[src/rtl/eth_tx_mux_framer.sv]
// Ethernet TX framer: 14-byte dst/src/type header followed by payload from one of NUM_SRC byte FIFOs.
// Optional minimum-payload padding to 46 bytes is built when ETH_TX_PAD_EN is defined.
module eth_tx_mux_framer #(
    parameter int NUM_SRC    = 2,
    parameter int LEN_W      = 11,
    parameter int IFG_CYCLES = 12,
    localparam int SEL_W     = (NUM_SRC > 1) ? $clog2(NUM_SRC) : 1
) (
    input  logic                     ethTXclock,
    input  logic                     reset_n,
    input  logic                     frameInfoLoad,
    input  logic [47:0]              srcMacAddr,
    input  logic [47:0]              dstMacAddr,
    input  logic [15:0]              etherType,
    input  logic [SEL_W+LEN_W-1:0]   fiFifoOut,
    input  logic                     fiFifoEmpty,
    output logic                     fiRdEn,
    input  logic [NUM_SRC*8-1:0]     dataFifoOut,
    input  logic [NUM_SRC-1:0]       dataFifoEmpty,
    output logic [NUM_SRC-1:0]       dataRdEn,
    input  logic                     TXack,
    output logic [7:0]               TXdata,
    output logic                     TXdataValid,
    output logic                     frameDone,
    output logic                     underrun,
    output logic                     badDesc,
    output logic                     busy
);

    localparam int IFG_W = (IFG_CYCLES > 1) ? $clog2(IFG_CYCLES + 1) : 1;

    typedef enum logic [2:0] {
        S_IDLE,
        S_WAIT_ACK,
        S_HDR,
        S_PAYLOAD,
`ifdef ETH_TX_PAD_EN
        S_PAD,
`endif
        S_IFG
    } state_t;

    state_t             state_q, state_d;
    logic [47:0]        dst_q, dst_d, src_q, src_d;
    logic [15:0]        type_q, type_d;
    logic [SEL_W-1:0]   sel_q, sel_d;
    logic [LEN_W-1:0]   len_q, len_d, cnt_q, cnt_d;
    logic [3:0]         idx_q, idx_d;
    logic [IFG_W-1:0]   ifg_q, ifg_d;
    logic [7:0]         txdata_q, txdata_d;
    logic               txvld_q, txvld_d, done_q, done_d, undr_q, undr_d, bad_q, bad_d;

    logic [SEL_W-1:0]   fi_sel;
    logic [LEN_W-1:0]   fi_len;
    logic [7:0]         head_byte;
    logic               head_empty, fi_rd, pop, fetch, finish;

    assign fi_sel = fiFifoOut[SEL_W+LEN_W-1 -: SEL_W];
    assign fi_len = fiFifoOut[LEN_W-1:0];

    function automatic logic [7:0] hdr_byte(input logic [111:0] h, input logic [3:0] k);
        int sh;
        sh = 8 * (13 - int'(k));
        return h[sh +: 8];
    endfunction

    always_comb begin
        head_byte  = 8'h00;
        head_empty = 1'b1;
        for (int i = 0; i < NUM_SRC; i++) begin
            if (sel_q == SEL_W'(i)) begin
                head_byte  = dataFifoOut[8*i +: 8];
                head_empty = dataFifoEmpty[i];
            end
        end
    end

    always_comb begin
        state_d  = state_q;
        dst_d    = dst_q;
        src_d    = src_q;
        type_d   = type_q;
        sel_d    = sel_q;
        len_d    = len_q;
        cnt_d    = cnt_q;
        idx_d    = idx_q;
        ifg_d    = ifg_q;
        txdata_d = txdata_q;
        txvld_d  = txvld_q;
        done_d   = 1'b0;
        undr_d   = 1'b0;
        bad_d    = 1'b0;
        fi_rd    = 1'b0;
        pop      = 1'b0;
        fetch    = 1'b0;
        finish   = 1'b0;

        case (state_q)
            S_IDLE: begin
                if (frameInfoLoad) begin
                    dst_d  = dstMacAddr;
                    src_d  = srcMacAddr;
                    type_d = etherType;
                end
                if (!fiFifoEmpty) begin
                    fi_rd = 1'b1;
                    sel_d = fi_sel;
                    len_d = fi_len;
                    if (fi_len == '0 || 32'(fi_sel) >= 32'(NUM_SRC)) begin
                        bad_d = 1'b1;
                    end else begin
                        txvld_d  = 1'b1;
                        // A header load in the same cycle already owns the first byte.
                        txdata_d = frameInfoLoad ? dstMacAddr[47:40] : dst_q[47:40];
                        state_d  = S_WAIT_ACK;
                    end
                end
            end
            S_WAIT_ACK: begin
                if (TXack) begin
                    txdata_d = hdr_byte({dst_q, src_q, type_q}, 4'd1);
                    idx_d    = 4'd1;
                    state_d  = S_HDR;
                end
            end
            S_HDR: begin
                if (idx_q == 4'd13) begin
                    fetch   = 1'b1;
                    cnt_d   = len_q - 1'b1;
                    state_d = S_PAYLOAD;
                end else begin
                    txdata_d = hdr_byte({dst_q, src_q, type_q}, idx_q + 4'd1);
                    idx_d    = idx_q + 4'd1;
                end
            end
            S_PAYLOAD: begin
                // cnt_q holds the payload bytes still to be presented after the current one.
                if (cnt_q != '0) begin
                    fetch = 1'b1;
                    cnt_d = cnt_q - 1'b1;
                end
`ifdef ETH_TX_PAD_EN
                else if (len_q < LEN_W'(46)) begin
                    txdata_d = 8'h00;
                    cnt_d    = LEN_W'(46) - len_q - 1'b1;
                    state_d  = S_PAD;
                end
`endif
                else begin
                    finish = 1'b1;
                end
            end
`ifdef ETH_TX_PAD_EN
            S_PAD: begin
                if (cnt_q != '0) begin
                    txdata_d = 8'h00;
                    cnt_d    = cnt_q - 1'b1;
                end else begin
                    finish = 1'b1;
                end
            end
`endif
            S_IFG: begin
                if (ifg_q <= IFG_W'(1)) state_d = S_IDLE;
                else                    ifg_d   = ifg_q - 1'b1;
            end
            default: state_d = S_IDLE;
        endcase

        if (fetch) begin
            pop      = !head_empty;
            txdata_d = head_empty ? 8'h00 : head_byte;
            undr_d   = head_empty;
        end
        if (finish) begin
            txvld_d  = 1'b0;
            txdata_d = 8'h00;
            done_d   = 1'b1;
            ifg_d    = IFG_W'(IFG_CYCLES);
            state_d  = (IFG_CYCLES == 0) ? S_IDLE : S_IFG;
        end
    end

    always_comb begin
        dataRdEn = '0;
        for (int i = 0; i < NUM_SRC; i++) begin
            dataRdEn[i] = pop && (sel_q == SEL_W'(i));
        end
    end

    // The pop strobe is combinational from IDLE, so hold it low while reset is applied.
    assign fiRdEn      = fi_rd & reset_n;
    assign TXdata      = txdata_q;
    assign TXdataValid = txvld_q;
    assign frameDone   = done_q;
    assign underrun    = undr_q;
    assign badDesc     = bad_q;
    assign busy        = (state_q != S_IDLE);

    always_ff @(posedge ethTXclock or negedge reset_n) begin
        if (!reset_n) begin
            state_q  <= S_IDLE;
            dst_q    <= '0;
            src_q    <= '0;
            type_q   <= '0;
            sel_q    <= '0;
            len_q    <= '0;
            cnt_q    <= '0;
            idx_q    <= '0;
            ifg_q    <= '0;
            txdata_q <= '0;
            txvld_q  <= 1'b0;
            done_q   <= 1'b0;
            undr_q   <= 1'b0;
            bad_q    <= 1'b0;
        end else begin
            state_q  <= state_d;
            dst_q    <= dst_d;
            src_q    <= src_d;
            type_q   <= type_d;
            sel_q    <= sel_d;
            len_q    <= len_d;
            cnt_q    <= cnt_d;
            idx_q    <= idx_d;
            ifg_q    <= ifg_d;
            txdata_q <= txdata_d;
            txvld_q  <= txvld_d;
            done_q   <= done_d;
            undr_q   <= undr_d;
            bad_q    <= bad_d;
        end
    end

endmodule

[config.mk]
export PLATFORM = sky130hd
export DESIGN_NAME = eth_tx_mux_framer
export DESIGN_NICKNAME = d
export VERILOG_FILES = /design/src/rtl/eth_tx_mux_framer.sv
export SDC_FILE = /design/constraint.sdc
export NUM_CORES = 1
export LEC_CHECK = 0
export CORE_ASPECT_RATIO = 0.8
export CORE_MARGIN = 2
export CORE_UTILIZATION = 30
export DETAILED_ROUTE_END_ITERATION = 10
export MAX_ROUTING_LAYER = met4
export PLACE_DENSITY = 0.54
export SYNTH_ARGS = -nofsm -noshare
export SYNTH_HDL_FRONTEND = slang
export SYNTH_SLANG_ARGS = --single-unit
export TNS_END_PERCENT = 5
[constraint.sdc]
create_clock -name ethTXclock -period 8 [get_ports ethTXclock]
set_clock_uncertainty 0.2 [all_clocks]
set_input_delay 0.8 -clock ethTXclock [delete_from_list [all_inputs] [get_ports ethTXclock]]
set_output_delay 0.8 -clock ethTXclock [all_outputs]
set_load 0.02 [all_outputs]
* After elaboration in Yosys (flattened, before gate mapping)
Index checks and enable logic that the tools add are counted.
** Storage, ports and cells
- Register bits :: 158
- Input port bits :: 147
- Word-level logic and storage cells :: 110
** Operators by class
- $add $sub $neg :: 5
- Order comparisons :: 1
- Equality and inequality tests :: 22
- Shift operators :: 1
- Muxes and demuxes :: 44
- Bitwise operators :: 3
- Reductions and logical operators :: 20
** Operators by type and width (count)
- indexed part select 112 x 8 -> 8 bit :: 1
- two-way mux 8 bit :: 9
- case mux 8 bit (3 select lines) :: 1
- two-way mux 11 bit :: 2
- case mux 11 bit (2 select lines) :: 1
- subtractor 11 x 1 -> 11 bit (second input constant) :: 2
- two-way mux 4 bit :: 5
- two-way mux 3 bit :: 6
- two-way mux 1 bit :: 17
- != test 4 bit (second input constant) :: 4
- != test 3 bit (second input constant) :: 5
- case mux 3 bit (5 select lines) :: 1
- != test 2 bit (second input constant) :: 7
- zero test 11 bit :: 1
- nonzero test 11 bit :: 1
- AND reduction 3 bit :: 3
- case mux 4 bit (2 select lines) :: 1
- nonzero test 2 bit :: 4
- equality test 3 x 2 -> 1 bit (second input constant) :: 2
- AND reduction 2 bit :: 3
- AND reduction 6 bit :: 1
- AND reduction 5 bit :: 1
- nonzero test 5 bit :: 1
- subtractor 4 x 4 -> 5 bit (first input constant) :: 1
- 14 further kinds :: 16

* Longest topological paths before layout
- Depth after elaboration :: 7
- Depth in mapped cells :: 14
- Gate-level depth less buffers :: 10

* Worst setup path after synthesis
OpenSTA, ideal clock, no wires.
- Path type :: reg-to-reg
- Start point :: register idx_q[1]
- End point :: register txdata_q[7], in the netlist TXdata[7]
- Setup time :: 126 ps
- Arrival :: 2831 ps
- Path slack :: 4843 ps
- Cell stages (with the launch flop) :: 12
- Path buffers :: 2
- Cells stage by stage :: dfrtp_1 -> inv_1 -> ha_1 -> clkbuf_1 -> inv_1 -> ha_1 -> buf_2 -> mux4_2 -> mux2_2 -> nand2_1 -> o21ai_1 -> a311o_1
** Between the ends
- Word-level cells in the longest chain between the ends :: 7
- Elaborated cells between the ends (all ways) :: 16
- Those cells by class :: add/sub: 2; eq/ne: 5; shift: 1; mux: 6; reduce/logical: 2
** RTL lines
- start, declared :: line 48 : logic [3:0] idx_q, idx_d;
- start signal, assigned :: line 224 : idx_q <= idx_d;
- adder 4 x 1 -> 4 bit :: line 132 : txdata_d = hdr_byte({dst_q, src_q, type_q}, idx_q + 4'd1);
- subtractor 4 x 4 -> 5 bit :: line 63 : sh = 8 * (13 - int'(k));
- indexed part select 112 x 8 -> 8 bit :: line 64 : return h[sh +: 8];
- two-way mux 8 bit :: line 127 : if (idx_q == 4'd13) begin
- case mux 8 bit (3 select lines) :: line 98 : case (state_q)
- two-way mux 8 bit :: line 170 : if (fetch) begin
- two-way mux 8 bit :: line 175 : if (finish) begin
- end signal, assigned :: line 226 : txdata_q <= txdata_d;
- end, declared :: line 50 : logic [7:0] txdata_q, txdata_d;
Parallel ways exist; a longest one is shown, timed or not. The select of a mux whose other input is x is not followed.
A chain may end at the register's enable or synchronous reset.

* Final worst setup path
- Start point :: register idx_q[0]
- End point :: register txdata_q[7], in the netlist TXdata[7]
The elaborated chain is that of the path after synthesis.

==> results.sh <==
export IMPL_outcome="complete, no violations"
export IMPL_ys_seq_area_share_pct=48.54
export IMPL_critPathBufInv=2
export IMPL_portBuffers=162
export IMPL_crit_cells=10
export IMPL_tns_ns=0
export IMPL_crit_type="flip-flop to flip-flop"
export IMPL_antenna_found_initial=0
export IMPL_ioPinCount=163
export IMPL_p_leak_nw=4.229
export IMPL_cpLargestDelayFamily="XOR/XNOR gates"
export IMPL_postCtsSetupBuffers=0
export IMPL_rsz0062_at_grt="no"
export IMPL_slowest_delay_ns=0.92
export IMPL_n_antenna_cell=0
export IMPL_post_cts_resized=0
export IMPL_yosys_warnings=0
export IMPL_crit_path_end_kind="flip-flop"
export IMPL_fmax_ghz=0.2253
export IMPL_clockRootBuffer="clkbuf_16"
export IMPL_cp_start_kind="flip-flop"
export IMPL_die_y_um=151.4
export IMPL_cts_sinks=158
export IMPL_cp_data_arrival_time_ns=4.56
export IMPL_syn_nets=798
export IMPL_period_needed_ns=4.439
export IMPL_die_x_um=188.2
export IMPL_worst_pin_slew_ns=1.177
export IMPL_cts_tree="yes"
export IMPL_critPathMaxFanout=46
export IMPL_synth_cell_type_count=65
export IMPL_synth_top_family_by_area="multiplexers"
export IMPL_numCtsBuffers=17
export IMPL_fp_row_count=53
export IMPL_crit_required_ns=8.12
export IMPL_place_hpwl_um=16540
export IMPL_clk_pin_slew_ns=0.07
export IMPL_core_mm2=0.02646
export IMPL_slowest_stage="xnor2_1"
export IMPL_hold_violations=0
export IMPL_fillCellCount=2520
export IMPL_clockBufferDepth=2
export IMPL_max_slew_margin_pct=20.95
export IMPL_insertion_delay_ns=0.45
export IMPL_synth_xor_xnor_area_share_pct=0.6452
export IMPL_grt_start_max_net_pins=88
export IMPL_synth_seq_cells=158
export IMPL_cp_cell_sequence="buf_4 -> ha_1 -> inv_1 -> ha_1 -> xor2_1 -> xnor2_1 -> mux2_2 -> nand2_1 -> o21ai_1 -> a311o_1"
export IMPL_syn_instance_count=645
export IMPL_drc_errors=0
export IMPL_post_route_cells_drive_above_1_share_pct=27.08
export IMPL_initial_utilization_pct=30.78
export IMPL_totalWireLength_um=22220
export IMPL_grt_overflow=0
export IMPL_synthFlopType="dfrtp_1"
export IMPL_cellPowerDensity_mw_per_mm2=410.1
export IMPL_vias=5713
export IMPL_cap_violations=0
export IMPL_post_place_ws_ns=3.525
export IMPL_async_flop_share_pct=100.0
export IMPL_dieArea_mm2=0.02849
export IMPL_nets=945
export IMPL_worst_slack_ns=3.561
export IMPL_synthToLayoutAreaGrowth_pct=30.08
export IMPL_hold_path_class="input port to asynchronous set/reset pin"
export IMPL_wire_per_inst_um=19.12
export IMPL_worst_path_most_repeated_cell="ha_1"
export IMPL_synth_simple_area_share_pct=7.911
export IMPL_fin_crit_sh_pct=55.49
export IMPL_ir_drop_mv=0.1837
export IMPL_grt_first_pass_wirelength_um=34590
export IMPL_final_antenna_net_count=0
export IMPL_first_global_vias=5800
export IMPL_maxSlewViolCount=0
export IMPL_synth_edf_count=0
export IMPL_vias_per_cell=4.917
export IMPL_synthAdderAreaFrac_pct=0.9217
export IMPL_drtPass1Iterations=4
export IMPL_syn_area_mm2=0.008145
export IMPL_avgSynthCellArea_um2=12.63
export IMPL_placed_area_mm2=0.009992
export IMPL_drt_iter0_drc=393
export IMPL_final_area_mm2=0.01060
export IMPL_setup_viol=0
export IMPL_synthMuxAreaShare_pct=28.33
export IMPL_p_total_mw=4.345
export IMPL_ctsHoldBuffers=0
export IMPL_synth_compound_area_share_pct=9.677
export IMPL_grt_util_all_layers_pct=16.66
export IMPL_h_tree_depth=4
export IMPL_gp_congestion=0.7842
export IMPL_reg2reg_depth=10
## power breakdown
| part | leakage, nW | internal (mW) | switching (mW) |
|---|---|---|---|
| clock network | 0.296 | 0.471 | 0.369 |
| registers | 1.87 | 1.19 | 0.296 |
| logic | 2.06 | 1.06 | 0.963 |
| total | 4.23 | 2.72 | 1.63 |
## state kept, by name (all words and copies together) (netlist names)
signal       count
TXdata           8
type_q          16
src_q           48
TXdataValid      1
frameDone        1
underrun         1
state_q          3
sel_q            1
len_q           11
badDesc          1
cnt_q           11
dst_q           48
idx_q            4
ifg_q            4
## worst reg2reg max path, stage by stage, from the launching register on
cell and delay, ns:
dfrtp_2 0.34, buf_4 0.53, ha_1 0.79, inv_1 0.23, ha_1 0.25, xor2_1 0.15, xnor2_1 0.92, mux2_2 0.42
nand2_1 0.07, o21ai_1 0.08, a311o_1 0.35
## final cells by class
class	count	area, um^2	share of cell area [%]
repair buffers	169	1675	15.81
multi-input cells	435	3874	36.56
flip-flops and latches	158	3955	37.33
clock inverters	15	177.7	1.677
inverters	11	41.29	0.3897
well taps	357	446.7	4.216
clock buffers	17	425.4	4.015
## synthesized netlist by cell type, types with 7 or more instances
library cell | n | area, um^2
dfrtp_1 | 158 | 3954
mux2_2 | 146 | 1644
nor2_1 | 33 | 123.9
nand2_1 | 25 | 93.84
mux2i_1 | 22 | 220.2
buf_2 | 19 | 95.09
mux4_2 | 17 | 382.9
a21oi_1 | 16 | 80.08
nand3_1 | 12 | 60.06
o21ai_0 | 12 | 60.06
a211oi_1 | 11 | 82.58
buf_4 | 11 | 82.58
inv_1 | 11 | 41.29
nor3_1 | 11 | 55.05
a221oi_1 | 10 | 87.58
a21o_1 | 9 | 67.56
a22oi_1 | 8 | 60.06
nand2b_1 | 8 | 50.05
nor4_1 | 8 | 50.05
o22ai_1 | 8 | 50.05
buf_6 | 7 | 78.83
o21ai_1 | 7 | 35.03
## stage by stage
step	hold WS, ns	instances	util, %
3_5_place_dp	0.2809	1130	37.76
2_1_floorplan	0.2749	645	-
5_1_grt	0.03003	1162	40.04
4_1_cts	0.02007	1162	40.04
3_3_place_gp	0.2731	1130	37.76
6_report	0.01133	1162	40.04
## per-layer routing
layer,up-vias,track usage (%),routed length (um),part of all wire [%]
met2,121,23.43,9556,43
li1,2719,-,-,-
met5,-,-,0,0
met4,0,3.661,93,0.42
met3,6,3.916,1203,5.4
met1,2867,24.19,11360,51
## kinds of logic (layout without fill, tap and decap cells)
logic type / count (synthesis) / count (layout)
multiplexers: 188 / 188
AO/OA/AOI/OAI: 110 / 110
flip-flops: 158 / 158
AND/OR/NAND/NOR: 125 / 125
XOR/XNOR: 6 / 6
adder cells (fa/ha/maj): 6 / 6
buffers and inverters: 52 / 212
## path summary, 6_finish.rpt
kind,start,end,slack (ns)
max,idx_q[0]$_DFFE_PN0P_,TXdata[7]$_DFFE_PN0P_,3.56
min,reset_n,type_q[0]$_DFFE_PN0P_,0.01
max reg2reg,idx_q[0]$_DFFE_PN0P_,TXdata[7]$_DFFE_PN0P_,3.56
min reg2reg,TXdata[1]$_DFFE_PN0P_,TXdata[1]$_DFFE_PN0P_,0.29
max in group asynchronous,reset_n,dst_q[45]$_DFFE_PN0P_,5.62
min in group ethTXclock,TXdata[1]$_DFFE_PN0P_,TXdata[1]$_DFFE_PN0P_,0.29
## cell usage in the layout, fill, tap and decap left out, types with 3 or more instances in the layout
cell	synthesis	final
a2111oi_0	3	3
a211oi_1	11	11
a21o_1	9	9
a21oi_1	16	16
a221oi_1	10	10
a22oi_1	8	8
a31oi_1	6	6
and2_1	6	5
buf_4	11	7
clkbuf_16	0	17
clkdlybuf4s50_1	0	161
dfrtp_1	158	157
ha_1	6	6
inv_1	11	11
inv_6	0	6
mux2_2	146	146
mux2i_1	22	22
mux4_2	17	17
nand2_1	25	25
nand2b_1	8	8
nand3_1	12	12
nor2_1	33	33
nor2b_1	5	5
nor3_1	11	11
nor4_1	8	8
o21ai_0	12	12
o21ai_1	7	6
o22ai_1	8	8
or3_1	3	3
xnor2_1	4	4
Power figures use the tool's default switching activity.
